## src/rtl/fifo_arb_pkg.sv

```systemverilog
// rtl/fifo_arb_pkg.sv - shared constants, FSM state type and index helper for the FIFO write arbiter
package fifo_arb_pkg;
   localparam int FIFO_DEPTH = 64;
   localparam int DATA_W     = 8;
   localparam int CNT_W      = 8;

   typedef enum logic {
      ARB  = 1'b0,
      LOCK = 1'b1
   } arb_state_t;

   function automatic int next_idx(input int idx, input int n);
      return (idx == n - 1) ? 0 : idx + 1;
   endfunction
endpackage

```

## src/rtl/rr_pick.sv

```systemverilog
// rtl/rr_pick.sv - combinational round-robin pick: rotate from ptr, first active request wins
module rr_pick #(
   parameter int N  = 4,
   parameter int IW = (N > 1) ? $clog2(N) : 1
) (
   input  logic [N-1:0]  req,
   input  logic [IW-1:0] ptr,
   input  logic          en,
   output logic [N-1:0]  gnt,
   output logic [IW-1:0] idx
);
   import fifo_arb_pkg::*;

   always_comb begin
      logic [IW-1:0] cand;
      logic          found;
      gnt   = '0;
      idx   = '0;
      found = 1'b0;
      cand  = '0;
      for (int k = 0; k < N; k++) begin
         cand = IW'((int'(ptr) + k) % N);
         if (en && !found && req[cand]) begin
            gnt[cand] = 1'b1;
            idx       = cand;
            found     = 1'b1;
         end
      end
   end
endmodule

```

## src/rtl/fifo_wr_arbiter.sv

```systemverilog
// rtl/fifo_wr_arbiter.sv - round-robin arbiter sharing the FIFO write port among NUM_REQ requesters
// Optional packet lock enabled by defining FIFO_ARB_LOCK_EN.
module fifo_wr_arbiter #(
   parameter int NUM_REQ    = 4,
   parameter int DATA_W     = fifo_arb_pkg::DATA_W,
   parameter int FIFO_DEPTH = fifo_arb_pkg::FIFO_DEPTH,
   localparam int IW        = $clog2(NUM_REQ)
) (
   input  logic                            wr_clk,
   input  logic                            rst,
   input  logic [NUM_REQ-1:0]              req,
   input  logic [NUM_REQ*DATA_W-1:0]       req_data,
   input  logic [NUM_REQ-1:0]              req_last,
   output logic [NUM_REQ-1:0]              gnt,
   input  logic [fifo_arb_pkg::CNT_W-1:0]  fifo_counter,
   output logic                            fifo_wr_en,
   output logic [DATA_W-1:0]               fifo_buf_in,
   output logic [IW-1:0]                   grant_id,
   output logic                            locked
);
   import fifo_arb_pkg::*;

   logic [IW-1:0]      ptr;
   logic [IW-1:0]      win;
   logic [IW-1:0]      win_next;
   logic [NUM_REQ-1:0] req_eff;
   logic               space_ok;
   logic               accept;

   // The registered write is not yet in fifo_counter, so count it as occupied.
   assign space_ok = ({1'b0, fifo_counter} + {{CNT_W{1'b0}}, fifo_wr_en}) < 9'(FIFO_DEPTH);
   assign accept   = |gnt;
   assign win_next = IW'(next_idx(int'(win), NUM_REQ));

   rr_pick #(
      .N  (NUM_REQ),
      .IW (IW)
   ) u_pick (
      .req (req_eff),
      .ptr (ptr),
      .en  (space_ok && !rst),
      .gnt (gnt),
      .idx (win)
   );

`ifdef FIFO_ARB_LOCK_EN
   arb_state_t    state;
   logic [IW-1:0] owner;

   assign req_eff = (state == LOCK) ? (req & (NUM_REQ'(1) << owner)) : req;

   always_ff @(posedge wr_clk) begin
      if (rst) begin
         state  <= ARB;
         owner  <= '0;
         ptr    <= '0;
         locked <= 1'b0;
      end else begin
         case (state)
            ARB: begin
               if (accept) begin
                  if (req_last[win]) begin
                     ptr <= win_next;
                  end else begin
                     state  <= LOCK;
                     owner  <= win;
                     locked <= 1'b1;
                  end
               end
            end
            LOCK: begin
               // ptr stays frozen for the whole packet and resumes after the owner.
               if (accept && req_last[win]) begin
                  state  <= ARB;
                  ptr    <= IW'(next_idx(int'(owner), NUM_REQ));
                  locked <= 1'b0;
               end
            end
            default: begin
               state  <= ARB;
               locked <= 1'b0;
            end
         endcase
      end
   end
`else
   logic unused_last;

   assign unused_last = ^req_last;
   assign req_eff     = req;
   assign locked      = 1'b0;

   always_ff @(posedge wr_clk) begin
      if (rst) begin
         ptr <= '0;
      end else if (accept) begin
         ptr <= win_next;
      end
   end
`endif

   always_ff @(posedge wr_clk) begin
      if (rst) begin
         fifo_wr_en  <= 1'b0;
         fifo_buf_in <= '0;
         grant_id    <= '0;
      end else begin
         fifo_wr_en <= accept;
         if (accept) begin
            fifo_buf_in <= req_data[int'(win)*DATA_W +: DATA_W];
            grant_id    <= win;
         end
      end
   end
endmodule

```

## config.mk

```make
export PLATFORM = sky130hd
export DESIGN_NAME = fifo_wr_arbiter
export DESIGN_NICKNAME = d
export VERILOG_FILES = /design/src/rtl/fifo_arb_pkg.sv /design/src/rtl/rr_pick.sv /design/src/rtl/fifo_wr_arbiter.sv
export SDC_FILE = /design/constraint.sdc
export NUM_CORES = 1
export LEC_CHECK = 0
export CAP_MARGIN = 10
export CORE_ASPECT_RATIO = 1.1
export CORE_MARGIN = 8
export CORE_UTILIZATION = 43
export CTS_CLUSTER_SIZE = 24
export DETAILED_ROUTE_END_ITERATION = 16
export HOLD_SLACK_MARGIN = 0.03
export PLACE_DENSITY = 0.95
export SETUP_SLACK_MARGIN = 0.02
export SLEW_MARGIN = 20
export SYNTH_ARGS = -nofsm -noshare
export SYNTH_HDL_FRONTEND = slang
export SYNTH_SLANG_ARGS = --single-unit
```

## constraint.sdc

```tcl
create_clock -name wr_clk -period 8.9 [get_ports wr_clk]
set_clock_uncertainty 0.1 [all_clocks]
set_input_delay 1.78 -clock wr_clk [delete_from_list [all_inputs] [get_ports wr_clk]]
set_output_delay 1.78 -clock wr_clk [all_outputs]
set_load 0.05 [all_outputs]
```

# Word level (Yosys, flattened, before mapping)
# Index checks and enable logic that the tools add are counted.
dict set report word_totals {
  out_inout_bits 16
  memories 0
  latchBits 0
  in_bits 50
  register_bits 13
  ramBits 0
  rom_bits 0
  wordCells 68
}
dict set report op_classes {
  div 0
  muxes 28
  shifts 1
  n_eq_ne 1
  reduce_logical 17
  n_addsub 5
  n_mul 0
  n_bitwise 3
  n_lt_le_gt_ge 9
}
# operator n
set ops {}
lappend ops {{$shiftx A32 B6 Y8} 1}
lappend ops {{$mux W4} 4}
lappend ops {{$logic_and A1 B1 Y1} 12}
lappend ops {{$lt A2 B3 Y1 const B} 4}
lappend ops {{$or A4 B4 Y4} 3}
lappend ops {{$mux W1} 11}
lappend ops {{$mux W2} 5}
lappend ops {{$add A8 B1 Y9} 1}
lappend ops {{$lt A9 B7 Y1 const B} 1}
lappend ops {{$bmux W1 S2} 4}
lappend ops {{$demux W1 S2} 4}
lappend ops {{$ge A2 B1 Y1 const B} 4}
lappend ops {{$add A2 B1 Y2 const B} 2}
lappend ops {{$add A2 B2 Y2 const B} 2}
lappend ops {{$logic_not A1 Y1} 4}
lappend ops {{$reduce_or A4 Y1} 1}
lappend ops {{$eq A2 B1 Y1 const B} 1}

# Depth between registers and ports, before layout
# Gate-level depths: netlist of run 1.
dict set report logic_depth {
  depth_word 19
  depth_mapped 12
  depth_no_buf 8
}

# By module
# From an unflattened synthesis of run 1, not the netlist that was laid out.
dict set report unflattened {
  hier_cells 144
  area_unflattened_um2 1265.0
}
# mod area_each_um2 instances seq_area_each_um2 cells_per_inst
set modules_own_cells {}
lappend modules_own_cells {fifo_wr_arbiter 709.4 1 260.2 72}
lappend modules_own_cells {rr_pick 555.5 1 0.0 72}

# Worst setup path after synthesis of run 1
# OpenSTA, ideal clock, no wires.
dict set report synth_timing {
  path_type {input-to-output}
  startpoint {input port req[3]}
  endpoint {output port gnt[3]}
  cell_stages 5
  required_ns 7.020
  slack_ns 2.376
  arrival_time_ns 4.644
  cell_sequence {buf_2 mux4_2 buf_6 nand3b_1 a2111oi_1}
}
dict set report synth_between {
  elab_chain_cells 16
}
# item line_no
set synth_lines {}
lappend synth_lines {{start: declaration} fifo_wr_arbiter.sv:11} ;# input logic [NUM_REQ-1:0] req,
lappend synth_lines {{$bmux W1 S2} rr_pick.sv:23} ;# if (en && !found && req[cand]) begin
lappend synth_lines {{$mux W1 (implied by the code)} rr_pick.sv:23}
lappend synth_lines {{$logic_and A1 B1 Y1} rr_pick.sv:23}
lappend synth_lines {{$mux W1} rr_pick.sv:23}
lappend synth_lines {{$logic_not A1 Y1} rr_pick.sv:23}
lappend synth_lines {{$logic_and A1 B1 Y1 (2 in series)} rr_pick.sv:23}
lappend synth_lines {{$mux W1} rr_pick.sv:23}
lappend synth_lines {{$logic_not A1 Y1} rr_pick.sv:23}
lappend synth_lines {{$logic_and A1 B1 Y1 (2 in series)} rr_pick.sv:23}
lappend synth_lines {{$mux W1} rr_pick.sv:23}
lappend synth_lines {{$logic_not A1 Y1} rr_pick.sv:23}
lappend synth_lines {{$logic_and A1 B1 Y1 (2 in series)} rr_pick.sv:23}
lappend synth_lines {{$mux W4 *} rr_pick.sv:23}
lappend synth_lines {{end: declaration} fifo_wr_arbiter.sv:14} ;# output logic [NUM_REQ-1:0] gnt,
# Mark *: on every way between the ends. The rest lies on a longest branch, timed or not. The select of a mux whose other input is x is not followed.

# Worst setup path in the final report of run 1
dict set report layout_timing {
  startpoint {input port req[3]}
  endpoint {output port gnt[0]}
}
# The elaborated chain is that of the path after synthesis.

==> results of run 1 <==
==> metrics by stage <==
step                std cells  setup slack (ns)  power [mW]
global route              220              1.97       0.376
floorplan                 133              2.38       0.252
CTS                       219              2.12       0.350
detailed placement        215              2.14       0.314
finish                    220              2.11       0.354
global placement          215              2.24       0.306
==> power groups by stage <==
stage / Combinational, mW / Clock [mW] / Sequential, mW
4_1_cts: 0.227 / 0.0367 / 0.0861
2_1_floorplan: 0.125 / 0 / 0.127
3_5_place_dp: 0.226 / 0 / 0.0875
3_3_place_gp: 0.219 / 0 / 0.0864
6_report: 0.231 / 0.0366 / 0.0860
5_1_grt: 0.246 / 0.0408 / 0.0884
==> metal layers <==
layer / wire length, um / track usage / vias to the layer above / share of wire
met2: 1730 / 0.236 / 57 / 0.48
met4: 10 / 0.0279 / 0 / 0.0028
met5: 0 / 0 / - / 0
met1: 1430 / 0.168 / 592 / 0.40
li1: - / - / 605 / -
met3: 439 / 0.0722 / 2 / 0.12
==> placed cells by master, fill, tap and decap left out, types with 2 or more instances in the layout <==
cell type,n
a211oi_1,4
clkdlybuf4s50_1,60
nor3b_1,5
nand2_1,2
ha_1,4
a211oi_2,2
nor2b_1,5
or2_0,2
mux4_2,4
a21oi_1,2
dfxtp_1,13
nor2_1,5
o21ai_0,3
a2111oi_1,4
mux2_2,8
clkbuf_4,3
nand3b_1,12
o21ai_1,9
mux2i_1,19
inv_1,4
==> final cells by class <==
class / count / area share
clock buffer: 4 / 0.0141
inverter: 4 / 0.00807
multi-input combinational: 105 / 0.487
sequential: 13 / 0.140
tap: 33 / 0.0222
timing repair buffer: 61 / 0.329
==> worst min-delay path by stage <==
stage / endpoint / slack (ns) / depth (start not counted)
2_1_floorplan: ptr[1]$_SDFFE_PP0P_ / 0.56 / 3
3_3_place_gp: grant_id[1]$_SDFFE_PP0P_ / 0.34 / 2
3_5_place_dp: grant_id[1]$_SDFFE_PP0P_ / 0.35 / 2
4_1_cts: grant_id[1]$_SDFFE_PP0P_ / 0.36 / 2
5_1_grt: grant_id[1]$_SDFFE_PP0P_ / 0.39 / 2
6_report: grant_id[1]$_SDFFE_PP0P_ / 0.35 / 2
==> sequential cells by signal (all words and copies together) (netlist names) <==
| name | cells |
|---|---|
| grant_id | 2 |
| ptr | 2 |
| fifo_buf_in | 8 |
| fifo_wr_en | 1 |
==> kinds of logic after synthesis <==
kind of cell    share of synthesized area
compound gates                      0.167
xor+xnor                          0.00697
fa+ha+maj                          0.0398
buf+inv                            0.0787
flops                               0.207
mux                                 0.295
other cells                       0.00299
simple gates                        0.202
==> critical path, stage by stage <==
cell,delay (ns)
clkdlybuf4s50_1,0.56
mux4_2,0.63
nand3b_1,0.21
a2111oi_1,0.78
clkdlybuf4s50_1,0.95
==> impl_metrics.toml, run 1 <==
[sta]
fin_hold_ws_ns = 0.353
hold_viol = 0
clock.fmax_mhz = 147
rsz0062_at_grt = "no"
post-route-period-util = 0.763
fin_crit_ns = 6.79
max_slew_margin = 0.388
slew_viol_final = 0
tightest_slew_ns = 0.918
setup-tns-final_ns = 0
setup_viol = 0

[cts]
tritoncts = "yes"
clock_sinks = 13
numCtsBuffers = 3
clock_latency_ns = 0.28
clockRootBuffer = "clkbuf_4"
cts-resized-gates = 0
path_clk_slew_ns = 0.07
clockBufferDepth = 2
post_cts_buffers = 0
hold_buffers = 0
h-tree-depth = 1

[global_routing]
grt_pass1_vias = 1249
grt_max_degree = 25
grt_overflow_total = 0
grt_pass1_wl_mm = 5.89
antenna_found_initial = 0
grtUsageTotal = 0.146

[critical_path]
reg2reg_to = "ptr[1]$_SDFFE_PP0P_"
cp-endpoint = "gnt[0]"
crit_arrival_ns = 4.91
reg2reg_from = "ptr[0]$_SDFFE_PP0P_"
path_max_fanout = 11
critical_path_class = "primary input to output port"
r2r_cells = 9
start_kind = "primary input"
crit_required_ns = 7.02
cp-end-kind = "output port"
worstSetupStartpoint = "req[3]"
reg2reg_slack_ns = 5.02

[routing]
drt_iter0_markers = 105
ant_nets = 0
drt_drc_violations_left = 0
viasPerCell = 5.71
finalWirelength_mm = 3.61
vias = 1256
wire_per_inst_um = 16.4
drt_pass1_iterations = 4

[layout]
fill_cells = 236
multi_input_area_um2 = 906
utilization = 0.670
nNetsFinal = 242
fin_area_mm2 = 0.00186
drive_gt1_frac = 0.102
final-seq-area_um2 = 260
synthToLayoutAreaGrowth_pct = 48.1
n_antenna_cell = 0

[floorplan]
die_w_um = 67.5
coreArea_mm2 = 0.00278
io_pins = 66
die_y_um = 72.7
rows = 20
initial_core_util = 0.452
die_area_mm2 = 0.00491

[power_and_ir_drop]
total_leakage_power_nw = 0.745
pwr-share-seq = 0.243
power_density_mw_per_mm2 = 190
pwr-share-comb = 0.653
switchingPower_mw = 0.163
clockPowerShare = 0.103
p_int_mw = 0.191
switching_share = 0.461
peakVddDrop_uv = 151

[logic_synthesis]
ys_warn_count = 0
netlist_instances = 133
yosys.area.top_type_share = 0.207
synth_nets = 187
seq_area_frac_synth = 0.207
synth.most_common_cell = "mux2i_1"
synth_flop_cell = "dfxtp_1"
synthTopCellsByCount = "19 x mux2i_1, 13 x dfxtp_1, 12 x nand3b_1"
ys_seq_elements = 13
synthArstFlopShare = 0
ys_types = 37
syn-cell-area_mm2 = 0.00126
synth_area_leader_cell = "dfxtp_1"
synth_edf_count = 0
synth_area_leaders = "dfxtp_1 21%, mux2i_1 15%, mux2_2 7.2%"
avgSynthCellArea_um2 = 9.45

[run]
drv_cap = 0

[worst_hold_path]
hold_path_startpoint = "grant_id[1]$_SDFFE_PP0P_"
hp-class = "flop to flop"

[place]
place_congestion = 0.805
place_area_mm2 = 0.00182
dp_hpwl_mm = 2.84
port_buffers = 60

[outcome]
status = "finished clean"
Power figures use the tool's default switching activity.
==> run 2, diff against run 1 <==
Settings changed: CORE_UTILIZATION 43 to 40, PLACE_DENSITY 0.95 to 0.92.
Clock period 8.9 ns to 6.7 ns, I/O delays scaled along.
==> run 2 against run 1 <==
Compared with the run above:
- design area barely moved
- global-route usage shrank 1.4 points
- largest power group unchanged
- critical path depth stayed put
- critical path type unchanged
- worst setup slack got worse by 1.4 ns
- routed wire length down 3.4%
- sequential power grew 34%
- hold slack gained 0.0050 ns
- die area up 5.8%
- clock power up 28%
- sequential cell count unchanged
- final cell count grew 0.45%
- via count fell by 1.4%
- largest cell class unchanged
==> impl_metrics.toml, run 2 (synthesized netlist as in run 1, its figures left out) <==
[cts]
post_cts_buffers = 0
numCtsBuffers = 3
clock_latency_ns = 0.27
clockBufferDepth = 2
hold_buffers = 0
clockRootBuffer = "clkbuf_4"
tritoncts = "yes"
h-tree-depth = 1
cts-resized-gates = 0
path_clk_slew_ns = 0.07
clock_sinks = 13

[floorplan]
die_w_um = 69.4
initial_core_util = 0.416
rows = 21
die_area_mm2 = 0.00519
coreArea_mm2 = 0.00302
die_y_um = 74.8
io_pins = 66

[global_routing]
grt_pass1_vias = 1316
grtUsageTotal = 0.132
antenna_found_initial = 0
grt_max_degree = 25
grt_overflow_total = 0
grt_pass1_wl_mm = 5.75

[critical_path]
reg2reg_slack_ns = 2.76
r2r_cells = 9
crit_chain = "clkdlybuf4s50_1 -> mux4_2 -> nand3b_1 -> a2111oi_1 -> clkdlybuf4s50_1"
cp-end-kind = "output port"
crit_required_ns = 5.26
cpMostUsedCell = "clkdlybuf4s50_1"
crit_family = "buffers and inverters"
path_buf_inv = 2
crit_arrival_ns = 4.51
cp_slowest_stage_delay_ns = 0.95
reg2reg_from = "ptr[0]$_SDFFE_PP0P_"
crit_slowest_cell = "clkdlybuf4s50_1"
start_kind = "primary input"
reg2reg_to = "ptr[1]$_SDFFE_PP0P_"
critical_path_class = "primary input to output port"
path_max_fanout = 11

[layout]
fin_area_mm2 = 0.00186
largest-register = "fifo_buf_in"
drive_gt1_frac = 0.102
utilization = 0.616
top_regs = "fifo_buf_in x8, grant_id x2, ptr x2"
multi_input_area_um2 = 906
largest_reg_flops = 8
layout_common_cells = "60 x clkdlybuf4s50_1, 19 x mux2i_1, 13 x dfxtp_1"
final-seq-area_um2 = 260
final_common_cell = "clkdlybuf4s50_1"
synthToLayoutAreaGrowth_pct = 48.2
n_antenna_cell = 0
nNetsFinal = 242
fill_cells = 232

[routing]
drt_pass1_iterations = 4
viasPerCell = 5.60
drt_drc_violations_left = 0
wire_per_inst_um = 15.8
drt_iter0_markers = 34
finalWirelength_mm = 3.49
ant_nets = 0
vias = 1238

[sta]
setup_slack_ns = 0.749
clock.fmax_mhz = 168
post-route-period-util = 0.888
setup_viol = 0
setup-tns-final_ns = 0
fin_crit_ns = 5.95
rsz0062_at_grt = "no"
fin_hold_ws_ns = 0.358
tightest_slew_ns = 0.919
max_slew_margin = 0.386
hold_viol = 0
slew_viol_final = 0

[place]
place_congestion = 0.818
pre_cts_ws_ns = 0.794
place_area_mm2 = 0.00182
port_buffers = 60
dp_hpwl_mm = 2.80

[power_and_ir_drop]
peakVddDrop_uv = 130
total_leakage_power_nw = 0.745
power_density_mw_per_mm2 = 250

[worst_hold_path]
hold_path_startpoint = "grant_id[1]$_SDFFE_PP0P_"
holdPathStages = 2
worstHoldEndpoint = "grant_id[1]$_SDFFE_PP0P_"
hp-class = "flop to flop"

[run]
drv_cap = 0

[outcome]
status = "finished clean"
-- run 2: per-stage QoR --
step	power (mW)	cells
floorplan	0.335	133
global placement	0.411	216
detailed placement	0.415	216
CTS	0.464	220
global route	0.501	221
finish	0.466	221
-- run 2: how the worst max path moves through the flow --
stage,start,endpoint,cells past startpoint
global route,req[3],gnt[1],5
CTS,req[3],gnt[1],5
detailed placement,req[3],gnt[1],5
floorplan,req[3],gnt[3],5
global placement,req[3],gnt[2],5
finish,req[3],gnt[1],5
-- run 2: routing by layer --
metal  track usage  up-vias  routed length [um]
li1              -      606                   -
met1         0.133      578                1400
met2         0.239       52                1710
met3        0.0632        2                 361
met4        0.0410        0                  18
met5             0        -                   0
-- run 2: power breakdown --
group	leakage [nW]	internal (mW)	switching, mW
logic	0.623	0.133	0.171
clock network	0.0150	0.0230	0.0236
registers	0.107	0.0973	0.0180
total	0.745	0.253	0.213
-- run 2: final cells by class --
cell class / count / share of cell area
well taps: 34 / 0.0228
inverters: 4 / 0.00806
repair buffers: 61 / 0.329
flip-flops and latches: 13 / 0.140
multi-input cells: 105 / 0.487
clock buffers: 4 / 0.0141
-- run 2: worst reg2reg max path: stages, from the launching register on --
cell,delay [ns]
dfxtp_1,0.62
inv_1,0.23
ha_1,0.52
mux4_2,0.65
nor3b_1,0.18
a2111oi_1,0.79
nor4_4,0.19
buf_6,0.22
and2_1,0.17
a211oi_2,0.18
